### config.mk
export PLATFORM = sky130hd
export DESIGN_NAME = dds_wave_gen
export DESIGN_NICKNAME = d
export VERILOG_FILES = /design/src/rtl/dds_wave_gen.sv
export SDC_FILE = /design/constraint.sdc
export NUM_CORES = 1
export LEC_CHECK = 0
export CORE_ASPECT_RATIO = 1.1
export CORE_MARGIN = 2
export CORE_UTILIZATION = 60
export CTS_BUF_LIST = sky130_fd_sc_hd__clkbuf_8 sky130_fd_sc_hd__clkbuf_16
export DETAILED_ROUTE_END_ITERATION = 8
export GPL_ROUTABILITY_DRIVEN = 0
export PLACE_DENSITY_LB_ADDON = 0.25
export SYNTH_ARGS = -nofsm -noshare
export SYNTH_HDL_FRONTEND = slang
export SYNTH_SLANG_ARGS = --single-unit
### constraint.sdc
create_clock -name clk -period 4.9 [get_ports clk]
set_clock_uncertainty 0.05 [all_clocks]
set_input_delay 0.98 -clock clk [delete_from_list [all_inputs] [get_ports clk]]
set_output_delay 0.98 -clock clk [all_outputs]
set_load 0.03 [all_outputs]
### src/rtl/dds_wave_gen.sv
// ============================================================================
//  Module   : dds_wave_gen
//  Purpose  : Direct digital synthesis waveform generator. A phase
//             accumulator advances by the active frequency tuning word every
//             clock. Its top 8 bits are mapped to a sine, square, triangle or
//             sawtooth sample. The sample is registered onto wave_out_o.
//  Ports    : clk          system clock, rising edge
//             rst          synchronous active-high reset
//             fre_word_i   tuning word, f_out = fre_word * f_clk / 2^ACC_W
//             wave_sel_i   00 sine, 01 square, 10 triangle, 11 sawtooth
//             fre_load_i   one-cycle strobe capturing fre_word_i/wave_sel_i
//             upd_done_o   pulses in the cycle a captured setting goes active
//             wrap_o       pulses in the cycle the accumulator has carried out
//             wave_out_o   registered unsigned 8-bit sample
//  Options  : DDS_WRAP_UPDATE_EN -- when defined, a loaded setting waits
//             for the next accumulator carry, so the waveform changes at a
//             phase-wrap boundary. When undefined, a loaded setting is
//             applied on the edge that samples the strobe.
//  Revision : 1.0 - initial release
// ============================================================================
`timescale 1ns/1ps
`default_nettype none

module dds_wave_gen #(
  parameter int unsigned      ACC_W   = 32,  // 16..32
  parameter logic [ACC_W-1:0] FTW_RST = '0
) (
  input  logic             clk,
  input  logic             rst,
  input  logic [ACC_W-1:0] fre_word_i,
  input  logic [1:0]       wave_sel_i,
  input  logic             fre_load_i,
  output logic             upd_done_o,
  output logic             wrap_o,
  output logic [7:0]       wave_out_o
);

  localparam logic [1:0] C_SEL_SINE   = 2'b00;
  localparam logic [1:0] C_SEL_SQUARE = 2'b01;
  localparam logic [1:0] C_SEL_TRI    = 2'b10;
  localparam logic [1:0] C_SEL_SAW    = 2'b11;

  logic [ACC_W-1:0] acc_q, acc_d;
  logic [ACC_W-1:0] ftw_act_q, ftw_act_d;
  logic [ACC_W-1:0] ftw_pend_q, ftw_pend_d;
  logic [1:0]       sel_act_q, sel_act_d;
  logic [1:0]       sel_pend_q, sel_pend_d;
  logic             pend_q, pend_d;
  logic             upd_done_q, upd_done_d;
  logic             wrap_q, wrap_d;
  logic [7:0]       wave_q, wave_d;

  logic [ACC_W:0]   w_sum;
  logic [7:0]       w_idx;
  logic [7:0]       w_sample;

  // First quarter of round(127.5 + 127.5*sin(2*pi*k/256)), k = 0..64.
  function automatic logic [7:0] sine_quarter(input logic [6:0] j);
    logic [7:0] v;
    case (j)
      7'd0:  v = 8'd128;  7'd1:  v = 8'd131;  7'd2:  v = 8'd134;  7'd3:  v = 8'd137;
      7'd4:  v = 8'd140;  7'd5:  v = 8'd143;  7'd6:  v = 8'd146;  7'd7:  v = 8'd149;
      7'd8:  v = 8'd152;  7'd9:  v = 8'd155;  7'd10: v = 8'd158;  7'd11: v = 8'd162;
      7'd12: v = 8'd165;  7'd13: v = 8'd167;  7'd14: v = 8'd170;  7'd15: v = 8'd173;
      7'd16: v = 8'd176;  7'd17: v = 8'd179;  7'd18: v = 8'd182;  7'd19: v = 8'd185;
      7'd20: v = 8'd188;  7'd21: v = 8'd190;  7'd22: v = 8'd193;  7'd23: v = 8'd196;
      7'd24: v = 8'd198;  7'd25: v = 8'd201;  7'd26: v = 8'd203;  7'd27: v = 8'd206;
      7'd28: v = 8'd208;  7'd29: v = 8'd211;  7'd30: v = 8'd213;  7'd31: v = 8'd215;
      7'd32: v = 8'd218;  7'd33: v = 8'd220;  7'd34: v = 8'd222;  7'd35: v = 8'd224;
      7'd36: v = 8'd226;  7'd37: v = 8'd228;  7'd38: v = 8'd230;  7'd39: v = 8'd232;
      7'd40: v = 8'd234;  7'd41: v = 8'd235;  7'd42: v = 8'd237;  7'd43: v = 8'd238;
      7'd44: v = 8'd240;  7'd45: v = 8'd241;  7'd46: v = 8'd243;  7'd47: v = 8'd244;
      7'd48: v = 8'd245;  7'd49: v = 8'd246;  7'd50: v = 8'd248;  7'd51: v = 8'd249;
      7'd52: v = 8'd250;  7'd53: v = 8'd250;  7'd54: v = 8'd251;  7'd55: v = 8'd252;
      7'd56: v = 8'd253;  7'd57: v = 8'd253;  7'd58: v = 8'd254;  7'd59: v = 8'd254;
      7'd60: v = 8'd254;  7'd61: v = 8'd255;  7'd62: v = 8'd255;  7'd63: v = 8'd255;
      default: v = 8'd255;  // j = 64, the peak
    endcase
    return v;
  endfunction

  // Full-wave sine by symmetry folding. The second half mirrors the first
  // around 127.5. That gives 255 - q everywhere except k = 128, where the
  // exact value is 127.5 and rounds up to 128, just like k = 0.
  function automatic logic [7:0] sine_lut(input logic [7:0] k);
    logic [6:0] m;
    logic [6:0] j;
    logic [7:0] q;
    logic [7:0] v;
    m = k[6:0];
    if (m > 7'd64) begin
      j = 7'(8'd128 - {1'b0, m});
    end else begin
      j = m;
    end
    q = sine_quarter(j);
    if (!k[7]) begin
      v = q;
    end else if (m == 7'd0) begin
      v = 8'd128;
    end else begin
      v = 8'd255 - q;
    end
    return v;
  endfunction

  assign w_sum = {1'b0, acc_q} + {1'b0, ftw_act_q};
  assign w_idx = acc_q[ACC_W-1 -: 8];

  always_comb begin
    w_sample = w_idx;
    case (sel_act_q)
      C_SEL_SINE:   w_sample = sine_lut(w_idx);
      C_SEL_SQUARE: w_sample = w_idx[7] ? 8'd0 : 8'd255;
      C_SEL_TRI:    w_sample = w_idx[7] ? ~{w_idx[6:0], 1'b0} : {w_idx[6:0], 1'b0};
      C_SEL_SAW:    w_sample = w_idx;
      default:      w_sample = w_idx;
    endcase
  end

  always_comb begin
    acc_d      = w_sum[ACC_W-1:0];
    wrap_d     = w_sum[ACC_W];
    wave_d     = w_sample;
    ftw_act_d  = ftw_act_q;
    sel_act_d  = sel_act_q;
    ftw_pend_d = ftw_pend_q;
    sel_pend_d = sel_pend_q;
    pend_d     = pend_q;
    upd_done_d = 1'b0;

`ifdef DDS_WRAP_UPDATE_EN
    if (fre_load_i) begin
      ftw_pend_d = fre_word_i;
      sel_pend_d = wave_sel_i;
      if (ftw_act_q == '0) begin
        // A stopped accumulator never carries, so it cannot wait for a wrap.
        ftw_act_d  = fre_word_i;
        sel_act_d  = wave_sel_i;
        pend_d     = 1'b0;
        upd_done_d = 1'b1;
      end else begin
        // A load on the carry edge itself is held until the following wrap.
        pend_d = 1'b1;
      end
    end else if (pend_q && (w_sum[ACC_W] || (ftw_act_q == '0))) begin
      ftw_act_d  = ftw_pend_q;
      sel_act_d  = sel_pend_q;
      pend_d     = 1'b0;
      upd_done_d = 1'b1;
    end
`else
    if (fre_load_i) begin
      ftw_pend_d = fre_word_i;
      sel_pend_d = wave_sel_i;
      ftw_act_d  = fre_word_i;
      sel_act_d  = wave_sel_i;
      pend_d     = 1'b0;
      upd_done_d = 1'b1;
    end
`endif
  end

  always_ff @(posedge clk) begin
    if (rst) begin
      acc_q      <= '0;
      ftw_act_q  <= FTW_RST;
      sel_act_q  <= C_SEL_SINE;
      ftw_pend_q <= '0;
      sel_pend_q <= 2'b00;
      pend_q     <= 1'b0;
      upd_done_q <= 1'b0;
      wrap_q     <= 1'b0;
      wave_q     <= 8'd0;
    end else begin
      acc_q      <= acc_d;
      ftw_act_q  <= ftw_act_d;
      sel_act_q  <= sel_act_d;
      ftw_pend_q <= ftw_pend_d;
      sel_pend_q <= sel_pend_d;
      pend_q     <= pend_d;
      upd_done_q <= upd_done_d;
      wrap_q     <= wrap_d;
      wave_q     <= wave_d;
    end
  end

  assign upd_done_o = upd_done_q;
  assign wrap_o     = wrap_q;
  assign wave_out_o = wave_q;

endmodule

`default_nettype wire

# [Word-level counts from Yosys, hierarchy flattened]
# Memory sizes are Yosys's and may differ from the RTL's.
# Index checks and enable logic that the tools add are counted.
[word_totals] inputBits=37 romBits=448 wordCells=27 output_inout_bits=10 regBits=76 mem_count=1
[memory_table] name="(name not given)" words=64 width=7 rd=1 rd_clocked_by_memory_dff=0 write_ports=0 line="60" text="case (j)"
[classes] n_reduce_logical=2 eq_ne=3 bitwise=1 magnitude_cmp=1 mux=10 n_addsub=3
[ops] operator="two-way mux 8 bit" count=6
[ops] operator="adder 32 x 32 -> 33 bit" count=1
[ops] operator="one-hot mux 8 bit (4 select lines)" count=1
[ops] operator="two-way mux 7 bit" count=2
[ops] operator="inverter 8 bit" count=1
[ops] operator="subtractor 8 bit (first input constant)" count=1
[ops] operator="> comparator 7 bit (second input constant)" count=1
[ops] operator="logical NOT 7 bit" count=1
[ops] operator="subtractor 1 x 7 -> 7 bit (first input constant)" count=1
[ops] operator="== test 2 bit (second input constant)" count=2
[ops] operator="== test 2 x 1 -> 1 bit (second input constant)" count=1
[ops] operator="logical NOT 2 bit" count=1
[ops] operator="two-way mux 1 bit" count=1

# [Depth between registers and ports, before layout]
# Gate-level depths: netlist (run 1).
# An unclocked memory read counts as a cell.
[depth] word_depth=10 ltp_mapped=14

# [Worst setup path before layout (run 1)]
# Ideal clock, no wire load.
[synth_timing] kind="register to register" from="register acc_q[24]" to="register wave_q[3] (netlist: wave_out_o[3])" t_arrival_ns=3.002 stages_incl_launch_ff=14 synth_period_minus_slack_ns=3.172 path_slack_ns=1.728 path_buffers=1 setup_time_ns=0.120 cell_sequence="dfxtp_1 clkbuf_1 inv_1 ha_1 or4b_4 o211a_1 or2_4 ha_1 nand2_1 a311oi_1 a311o_1 a31oi_1 a41oi_1 o31a_1"
[synth_between] elab_chain_len=10 elab_cells_between_ends=12 classes_between="add/sub: 2; order compare: 1; mux: 7; reduce/logical: 1; memory: 1"
[synth_lines] item="start: declaration" line="43" text="logic [ACC_W-1:0] acc_q, acc_d;"
[synth_lines] item="start signal: assignment" line="166" text="acc_q <= '0;"
[synth_lines] item="start signal: assignment" line="176" text="acc_q <= acc_d;"
[synth_lines] item="subtractor 1 x 7 -> 7 bit / > comparator 7 bit (equally long branches)" line="92, 91"
[synth_lines] item="two-way mux 7 bit" line="91" text="if (m > 7'd64) begin"
[synth_lines] item="two-way mux 7 bit" line="112" text="case (sel_act_q)"
[synth_lines] item="memory read (64 x 7 bit)"
[synth_lines] item="two-way mux 8 bit" line="60"
[synth_lines] item="two-way mux 8 bit" line="112"
[synth_lines] item="subtractor 8 bit" line="102" text="v = 8'd255 - q;"
[synth_lines] item="two-way mux 8 bit" line="99" text="end else if (m == 7'd0) begin"
[synth_lines] item="two-way mux 8 bit *" line="97" text="if (!k[7]) begin"
[synth_lines] item="one-hot mux 8 bit (4 select lines) *" line="112"
[synth_lines] item="end signal: assignment" line="184" text="wave_q <= wave_d;"
[synth_lines] item="end: declaration" line="51" text="logic [7:0] wave_q, wave_d;"
# Every way passes the cells marked *; elsewhere a longest branch is shown, timed or not. The select of a mux whose other input is x is not followed.
# A chain may end at the register's enable or synchronous reset.

# [Final worst setup path (run 1)]
[layout_timing] from="register acc_q[24]" to="register wave_q[2] (netlist: wave_out_o[2])"
# The elaborated chain is that of the path after synthesis.

==> results of run 1 <==
==> power breakdown <==
group | total, mW | leakage, nW | internal, mW | switching [mW]
registers | 0.769 | 0.627 | 0.693 | 0.0759
clock network | 0.451 | 0.0886 | 0.192 | 0.259
logic | 0.736 | 1.74 | 0.324 | 0.411
total | 1.96 | 2.46 | 1.21 | 0.747
==> flip-flops by register name, summed over array words and instances, names as in the netlist <==
| signal | count |
|---|---|
| acc_q | 32 |
| wrap_o | 1 |
| sel_act_q | 2 |
| upd_done_o | 1 |
| ftw_act_q | 32 |
| wave_out_o | 8 |
==> cell type report <==
type                    count  area [um2]
inverters                  13        53.8
repair buffers             47         458
clock buffers               9         124
fillers                   679        2620
multi-input cells         479        3340
clock inverters             7        57.6
flip-flops and latches     76        1520
well taps                 111         139
==> path summary, 6_finish.rpt <==
check                                           startpoint                         end  slack, ps  cells past startpoint
worst max register to register        acc_q[24]$_SDFF_PP0_    wave_out_o[2]$_SDFF_PP0_       1140                     10
worst max-delay path                  acc_q[24]$_SDFF_PP0_    wave_out_o[2]$_SDFF_PP0_       1140                     10
worst min-delay path            ftw_act_q[19]$_SDFFE_PP0P_  ftw_act_q[19]$_SDFFE_PP0P_        460                      2
worst min register to register  ftw_act_q[19]$_SDFFE_PP0P_  ftw_act_q[19]$_SDFFE_PP0P_        460                      2
==> kinds of logic after synthesis <==
family                   synth area share (%)
AND/OR/NAND/NOR                          19.3
AO/OA/AOI/OAI                            23.2
flip-flops                               29.7
buffers and inverters                    5.08
adder cells (fa/ha/maj)                  10.4
multiplexers                             7.42
XOR/XNOR                                 4.95
==> layer usage <==
| metal | global-route usage (%) | vias to the layer above |
|---|---|---|
| met2 | 42.8 | 148 |
| met3 | 4.71 | 25 |
| met5 | 0 | - |
| li1 | - | 2268 |
| met4 | 9.41 | 0 |
| met1 | 29.6 | 2135 |
==> layout by cell type (no fill, tap or decap), types with 4 or more instances in the layout <==
master	count
nor2_1	82
dfxtp_1	76
clkdlybuf4s50_1	44
a21oi_1	42
ha_1	41
mux2i_1	38
nand2_1	34
o21ai_0	22
a21o_1	17
xnor2_1	16
nor3_1	16
xor2_1	13
inv_1	12
a211oi_1	9
o211ai_1	9
clkbuf_8	9
nor2b_1	7
nor3b_1	7
a31oi_1	7
o21a_1	6
o31ai_1	5
nand2b_1	5
or3_1	5
a311oi_1	5
nor4_1	4
nand3_1	4
a2111oi_0	4
nand4_1	4
and3_1	4
==> synthesized netlist by cell type (all sizes together), types with 5 or more instances <==
| library cell | instances |
|---|---|
| xnor2 | 16 |
| xor2 | 13 |
| nor3 | 17 |
| mux2i | 38 |
| o21a | 6 |
| nand2 | 35 |
| nand2b | 5 |
| a311oi | 5 |
| buf | 13 |
| inv | 12 |
| ha | 41 |
| a21oi | 42 |
| a31oi | 7 |
| o31ai | 5 |
| o211ai | 9 |
| o21ai | 22 |
| nor3b | 7 |
| or3 | 5 |
| a21o | 17 |
| clkbuf | 22 |
| dfxtp | 76 |
| a211oi | 9 |
| nor2 | 82 |
| nor2b | 7 |
==> metrics by stage <==
stage                     total power, mW  cells  area (um2)
after floorplan                      1.34    604        5130
after global placement               1.48    726        5520
after detailed placement             1.51    726        5520
after CTS                            1.96    742        5700
after global routing                 2.07    742        5700
final                                1.96    742        5700
==> critical path: stages, from the launching register on <==
cell,delay (ps)
dfxtp_1,690
inv_1,220
ha_1,330
nand2b_1,200
xnor2_1,890
nor2_1,180
a31o_2,300
a221o_1,280
o31a_1,140
nor3b_1,150
o41ai_1,250
==> impl_metrics.tcl, run 1 <==
set metrics [dict create \
    status "finished, final reports clean" \
    avgSynthCellArea_um2 8.49 \
    via_per_inst 6.17 \
    async_flop_share_pct 0 \
    crit_path_start_kind "flop" \
    crit_fanout 15 \
    row_count 35 \
    fin_crit_sh_pct 76.7 \
    worstMarginPinSlew_ps 1090 \
    syn_inst 604 \
    fin_crit_ps 3760 \
    clk_path_buf_depth 2 \
    fmax_mhz 266 \
    die_h_um 101 \
    coreArea_mm2 0.00832 \
    grt-ovfl-total 0 \
    utilization_pct 68.5 \
    p_leak_nw 2.46 \
    grt_max_degree 52 \
    drv_cap 0 \
    wl_um 11300 \
    irDropWorstVdd_uv 194 \
    design.die.area_mm2 0.00930 \
    cts.sinks 76 \
    yosysTopAreaCellShare_pct 29.7 \
    antenna_found_initial 0 \
    drtIter0Drc 289 \
    arrival_ps 3970 \
    area_growth_pct 11.2 \
    min_path_type "flop to flop" \
    grt_pass1_wl_um 18800 \
    wl_per_cell_um 15.2 \
    initial_core_util_pct 61.6 \
    hold_viol_final 0 \
    critPathKind "flop to flop" \
    met1_length_um 4940 \
    cts_resized 0 \
    finalHoldWorstSlack_ps 457 \
    slew_headroom_pct 26.5 \
    wl_met3_um 579 \
    synth_ff_type "dfxtp_1" \
    dpl.hpwl_um 8080 \
    antenna_cells 0 \
    vias 4576 \
    synth_edf_count 0 \
    die-width_um 92.1 \
    final_net_count 705 \
    power.density_mw_per_mm2 343 \
    cts_tree "yes" \
    synth_top_cell_by_area "dfxtp_1" \
    cts.clk_slew.worst_paths_ps 90 \
    ant_nets 0 \
    synth_cell_type_count 74 \
    preCtsSetupSlack_ps 1250 \
    synth_nets 683 \
    cts_root_buf "clkbuf_8" \
    drt_pre_antenna_iters 5 \
    numPortBuffers 46 \
    post_cts_buffers 0 \
    setup_ws_ps 1140 \
    report.final.slew_viol_count 0 \
    ys_seq_elements 76 \
    grt_setup_unrepaired "false" \
    drcViolationCount 0 \
    setup_violations 0 \
    track_usage_pct 24.4 \
    yosys_warnings 0 \
    highest_layer "met4" \
    pin_count 47 \
    fin_setup_tns_ps 0 \
    wl_met2_um 5510 \
    tritoncts.num_buffers 9 \
    clk_latency_ps 360 \
    seq_area_frac_synth_pct 29.7 \
    drive_gt1_share_pct 5.23 \
    cp_data_required_time_ps 5110 \
    htreeDepth 3 \
    critPathCaptureType "flop" \
    grt_pass1_vias 4230 \
    ctsHoldBuffers 0 \
    synth_area_leaders "dfxtp_1, ha_1, mux2i_1" \
    synthesis.area_mm2 0.00513 \
]
Power figures use the tool's default switching activity.
==> run 2, diff against run 1 <==
--- a/config.mk
+++ b/config.mk
@@ -7,7 +7,7 @@
 export LEC_CHECK = 0
 export CORE_ASPECT_RATIO = 1.1
 export CORE_MARGIN = 2
-export CORE_UTILIZATION = 60
+export CORE_UTILIZATION = 58
 export CTS_BUF_LIST = sky130_fd_sc_hd__clkbuf_8 sky130_fd_sc_hd__clkbuf_16
 export DETAILED_ROUTE_END_ITERATION = 8
 export GPL_ROUTABILITY_DRIVEN = 0
==> constraint.sdc (replaced) <==
create_clock -name clk -period 3.7 [get_ports clk]
set_clock_uncertainty 0.05 [all_clocks]
set_input_delay 0.74 -clock clk [delete_from_list [all_inputs] [get_ports clk]]
set_output_delay 0.74 -clock clk [all_outputs]
set_load 0.03 [all_outputs]
==> run 2 against run 1 <==
Effect of this change:
- power grew 37%
- wire length grew 3.2%
- count of clock-buffer cells in the layout grew 2
- sequential share of layout area decreased by 0.34 points
- combinational power rose by 36%
- utilization down 0.54 points
- register-to-register slack worse by 830 ps
- first-iteration DRC count is 30% lower
- die area is 3.3% higher
==> impl_metrics.tcl, run 2 (synthesized netlist as in run 1, its figures left out) <==
set metrics [dict create \
    status "finished, final reports clean" \
    cpPeakStageDelay_ps 810 \
    cts_tree "yes" \
    drv_cap 0 \
    die_h_um 103 \
    setup_violations 0 \
    rrSetupSlack_ps 310 \
    wl_per_cell_um 15.6 \
    cts.sinks 76 \
    irDropWorstVdd_uv 242 \
    crit_buf_inv 1 \
    final_net_count 711 \
    antenna_found_initial 0 \
    fin_setup_tns_ps 0 \
    htreeDepth 3 \
    p_leak_nw 2.50 \
    r2r_cells 10 \
    internal_power_mw 1.71 \
    clk_latency_ps 350 \
    drive_gt1_share_pct 5.97 \
    cp_data_required_time_ps 3890 \
    fmax_mhz 295 \
    hold_viol_final 0 \
    numPortBuffers 46 \
    power.share.combinational_pct 37.3 \
    ctsHoldBuffers 0 \
    track_usage_pct 25.6 \
    tritoncts.num_buffers 9 \
    path_cells "inv_1 -> ha_1 -> nand2b_1 -> xnor2_1 -> nor2_1 -> a31o_2 -> a221o_1 -> o31a_1 -> nor3b_1 -> o41ai_1" \
    area_growth_pct 12.6 \
    fin_crit_ps 3390 \
    worstMarginPinSlew_ps 1090 \
    grt_pass1_vias 4403 \
    final_cell_area_mm2 0.00577 \
    vias 4667 \
    drt_pre_antenna_iters 6 \
    clk_path_buf_depth 2 \
    worstHoldPathCells 2 \
    pin_count 47 \
    dp_cells 732 \
    drtIter0Drc 201 \
    wl_um 11700 \
    critPathKind "flop to flop" \
    coreArea_mm2 0.00850 \
    fin_crit_sh_pct 91.6 \
    min_path_type "flop to flop" \
    grt_pass1_wl_um 19900 \
    reg2reg_to "wave_out_o[2]$_SDFF_PP0_" \
    cts.clk_slew.worst_paths_ps 80 \
    crit_path_start_kind "flop" \
    drcViolationCount 0 \
    clock_power_share_pct 24.9 \
    via_per_inst 6.24 \
    final_cell_mix "nor2_1, dfxtp_1, clkdlybuf4s50_1, a21oi_1, ha_1" \
    design.die.area_mm2 0.00961 \
    crit_slowest_cell "xnor2_1" \
    grt_max_degree 47 \
    cts_root_buf "clkbuf_8" \
    switching_share_pct 36.3 \
    grt_setup_unrepaired "false" \
    crit_fanout 11 \
    whs_endpoint "ftw_act_q[21]$_SDFFE_PP0P_" \
    seqPwrFrac_pct 37.9 \
    fin_cells 748 \
    min_from "ftw_act_q[21]$_SDFFE_PP0P_" \
    post_cts_buffers 0 \
    report.final.slew_viol_count 0 \
    arrival_ps 3580 \
    initial_core_util_pct 60.3 \
    grt-ovfl-total 0 \
    critPathCaptureType "flop" \
    row_count 35 \
    placed_area_mm2 0.00556 \
    cts_resized 0 \
    power.switching_uw 973 \
    die-width_um 93.6 \
    power.density_mw_per_mm2 465 \
    ant_nets 0 \
    antenna_cells 0 \
    dpl.hpwl_um 8260 \
    path_delay_family "compound AO/OA/AOI/OAI gates" \
    layout_commonest_cell "nor2_1" \
    slew_headroom_pct 27.6 \
    reg2reg_from "acc_q[25]$_SDFF_PP0_" \
]
-- run 2: cell count changes in the layout (fill, tap and decap cells not counted), sizes merged --
cell	change
inv	-2
bufinv	+1
buf	+6
clkinvlp	-1
clkbuf	+2
-- run 2: layout make-up --
type	instances	area, um2
tap	111	139
fill	722	2720
multi-input combinational	479	3340
clock buffer	11	151
clock inverter	5	58.8
sequential	76	1520
timing repair buffer	53	503
inverter	13	53.8
-- run 2: layer usage --
layer	global-route usage, %	share of wire [%]
met5	0	0
met2	44.2	49
met1	31.5	43
met4	10.0	2.6
met3	5.19	4.8
-- run 2: worst max path at each step --
stage / startpoint / to / slack, ps / depth (start not counted)
after floorplan: acc_q[24]$_SDFF_PP0_ / wave_out_o[3]$_SDFF_PP0_ / 530 / 13
after global placement: acc_q[25]$_SDFF_PP0_ / wave_out_o[1]$_SDFF_PP0_ / 580 / 10
after detailed placement: acc_q[25]$_SDFF_PP0_ / wave_out_o[1]$_SDFF_PP0_ / 400 / 10
after CTS: acc_q[25]$_SDFF_PP0_ / wave_out_o[2]$_SDFF_PP0_ / 390 / 10
after global routing: acc_q[25]$_SDFF_PP0_ / wave_out_o[2]$_SDFF_PP0_ / 50 / 10
final: acc_q[25]$_SDFF_PP0_ / wave_out_o[2]$_SDFF_PP0_ / 310 / 10
-- run 2: worst register-to-register path: stages, from the launching register on --
cell and delay [ps]:
dfxtp_1 530, inv_1 150, ha_1 280, nand2b_1 210, xnor2_1 810, nor2_1 160
a31o_2 300, a221o_1 260, o31a_1 130, nor3b_1 150, o41ai_1 280
-- run 2: metrics by stage --
stage	setup slack, ps	hold slack (ps)	utilization (%)	power (mW)
after floorplan	528	415	-	1.77
after global placement	585	428	65.5	1.97
after detailed placement	395	443	65.5	2.01
after CTS	393	463	67.9	2.68
after global routing	49.3	486	67.9	2.85
final	311	454	67.9	2.68
-- run 2: power by group through the flow --
stage,Clock [mW],Sequential [mW],Combinational [mW]
detailed placement,0,1.03,0.977
CTS,0.677,1.01,0.984
finish,0.667,1.02,0.999
global route,0.719,1.03,1.10
floorplan,0,1.03,0.738
global placement,0,1.03,0.944
==> run 3, diff against run 2 <==
--- a/config.mk
+++ b/config.mk
@@ -7,11 +7,12 @@
 export LEC_CHECK = 0
 export CORE_ASPECT_RATIO = 1.1
 export CORE_MARGIN = 2
-export CORE_UTILIZATION = 58
+export CORE_UTILIZATION = 35
 export CTS_BUF_LIST = sky130_fd_sc_hd__clkbuf_8 sky130_fd_sc_hd__clkbuf_16
 export DETAILED_ROUTE_END_ITERATION = 8
+export DONT_BUFFER_PORTS = 1
 export GPL_ROUTABILITY_DRIVEN = 0
-export PLACE_DENSITY_LB_ADDON = 0.25
+export PLACE_DENSITY = 0.58
 export SYNTH_ARGS = -nofsm -noshare
 export SYNTH_HDL_FRONTEND = slang
 export SYNTH_SLANG_ARGS = --single-unit
==> run 3 against run 2 <==
Effect of this change:
- clock power increased by 43%
- flip-flop and latch count unchanged
- non-clock buffer count decreased by 47
- cell count increased by 4.5%
- combinational power decreased by 18%
- critical path depth unchanged
- first-iteration DRC count increased by 0.50%
- setup slack improved by 13 ps
- final area decreased by 4.1%
- register-to-register slack about the same
- power increased by 6.2%
- via count decreased by 7.8%
==> impl_metrics.tcl, run 3 (synthesized netlist as in run 1, its figures left out) <==
set metrics [dict create \
    cts.clk_slew.worst_paths_ps 60 \
    wl_um 11800 \
    row_count 46 \
    cts_root_buf "clkbuf_16" \
    worstMarginPinSlew_ps 914 \
    die_h_um 131 \
    antenna_found_initial 0 \
    min_from "rst" \
    min_path_type "input pin to flop" \
    final_net_count 664 \
    grt_pass1_wl_um 19500 \
    area_growth_pct 7.96 \
    clk_path_buf_depth 2 \
    fmax_mhz 296 \
    cpPeakStageDelay_ps 730 \
    grt_max_degree 88 \
    critPathKind "flop to flop" \
    drv_cap 0 \
    fin_setup_tns_ps 0 \
    final_cell_mix "nor2_1, dfxtp_1, a21oi_1, ha_1, mux2i_1" \
    via_per_inst 5.50 \
    grt-ovfl-total 0 \
    arrival_ps 3550 \
    path_cells "inv_1 -> ha_1 -> nand2b_1 -> xnor2_1 -> nor2_1 -> a31o_2 -> a221o_1 -> o31a_1 -> nor3b_1 -> o41ai_1" \
    layout_commonest_cell "nor2_1" \
    crit_path_start_kind "flop" \
    hold_viol_final 0 \
    path_delay_family "compound AO/OA/AOI/OAI gates" \
    die-width_um 119 \
    drtIter0Drc 202 \
    coreArea_mm2 0.0144 \
    pin_count 47 \
    cts.sinks 76 \
    nFillCells 1518 \
    slew_headroom_pct 38.7 \
    crit_fanout 11 \
    report.final.slew_viol_count 0 \
    cts_tree "yes" \
    setup_violations 0 \
    antenna_cells 0 \
    power.density_mw_per_mm2 514 \
    startpoint "acc_q[25]$_SDFF_PP0_" \
    drt_pre_antenna_iters 4 \
    grt_pass1_vias 4007 \
    grt_setup_unrepaired "false" \
    fin_crit_sh_pct 91.2 \
    numPortBuffers 0 \
    reg2reg_from "acc_q[25]$_SDFF_PP0_" \
    cts_resized 0 \
    crit_buf_inv 1 \
    ant_nets 0 \
    irDropWorstVdd_uv 341 \
    fin_crit_ps 3380 \
    track_usage_pct 15.2 \
    wl_per_cell_um 15.1 \
    critPathCaptureType "flop" \
    clk_latency_ps 330 \
    p_leak_nw 2.39 \
    drcViolationCount 0 \
    cp_data_required_time_ps 3870 \
    post_cts_buffers 0 \
    status "finished, final reports clean" \
    dpl.hpwl_um 8490 \
    crit_slowest_cell "xnor2_1" \
    vias 4303 \
    design.die.area_mm2 0.0156 \
    ctsHoldBuffers 0 \
    initial_core_util_pct 35.6 \
    tritoncts.num_buffers 9 \
    placed_area_mm2 0.00520 \
    htreeDepth 3 \
    drive_gt1_share_pct 5.76 \
    final_cell_area_mm2 0.00553 \
]
==> run 3: cell count changes in the layout (fill, tap and decap cells not counted), sizes merged <==
cell / delta
buf: -3
clkdlybuf4s50: -44
clkinvlp: -1
bufinv: +1
==> run 3: cell type report <==
cell class | instances | area, um2 | area share (%)
timing repair buffer | 6 | 45.0 | 0.814
tap | 192 | 240 | 4.34
multi-input combinational | 479 | 3340 | 60.4
clock inverter | 5 | 76.3 | 1.38
clock buffer | 11 | 253 | 4.57
inverter | 13 | 53.8 | 0.972
sequential | 76 | 1520 | 27.5
==> run 3: routing by layer <==
metal  vias to the layer above  GRT usage [%]  wire length (um)
met5                         -              0                 0
met4                         0           6.30               212
met3                        17           2.56               444
met2                        70           26.8              5860
met1                      2024           18.6              5290
li1                       2192              -                 -
==> run 3: where the power goes <==
part,internal [mW],switching [mW],leakage (nW),total [mW]
registers,0.920,0.153,0.627,1.07
clock network,0.624,0.333,0.168,0.956
logic,0.363,0.454,1.59,0.818
total,1.91,0.940,2.39,2.85
==> run 3: path summary, 6_finish.rpt <==
kind / slack, ps / cells past startpoint / endpoint
worst min register to register: 450 / 2 / ftw_act_q[8]$_SDFFE_PP0P_
worst max-delay path: 320 / 10 / wave_out_o[2]$_SDFF_PP0_
worst max register to register: 320 / 10 / wave_out_o[2]$_SDFF_PP0_
worst min-delay path: 430 / 1 / ftw_act_q[15]$_SDFFE_PP0P_
==> run 3: stage by stage <==
stage / instances / util, % / hold WS, ps / total power, mW / setup WS (ps)
6_report: 782 / 38.5 / 425 / 2.85 / 324
5_1_grt: 782 / 38.5 / 410 / 3.03 / 92.3
4_1_cts: 782 / 38.5 / 415 / 2.87 / 332
3_5_place_dp: 766 / 36.2 / 442 / 1.90 / 356
3_3_place_gp: 766 / 36.2 / 430 / 1.89 / 449
2_1_floorplan: 604 / - / 415 / 1.77 / 528
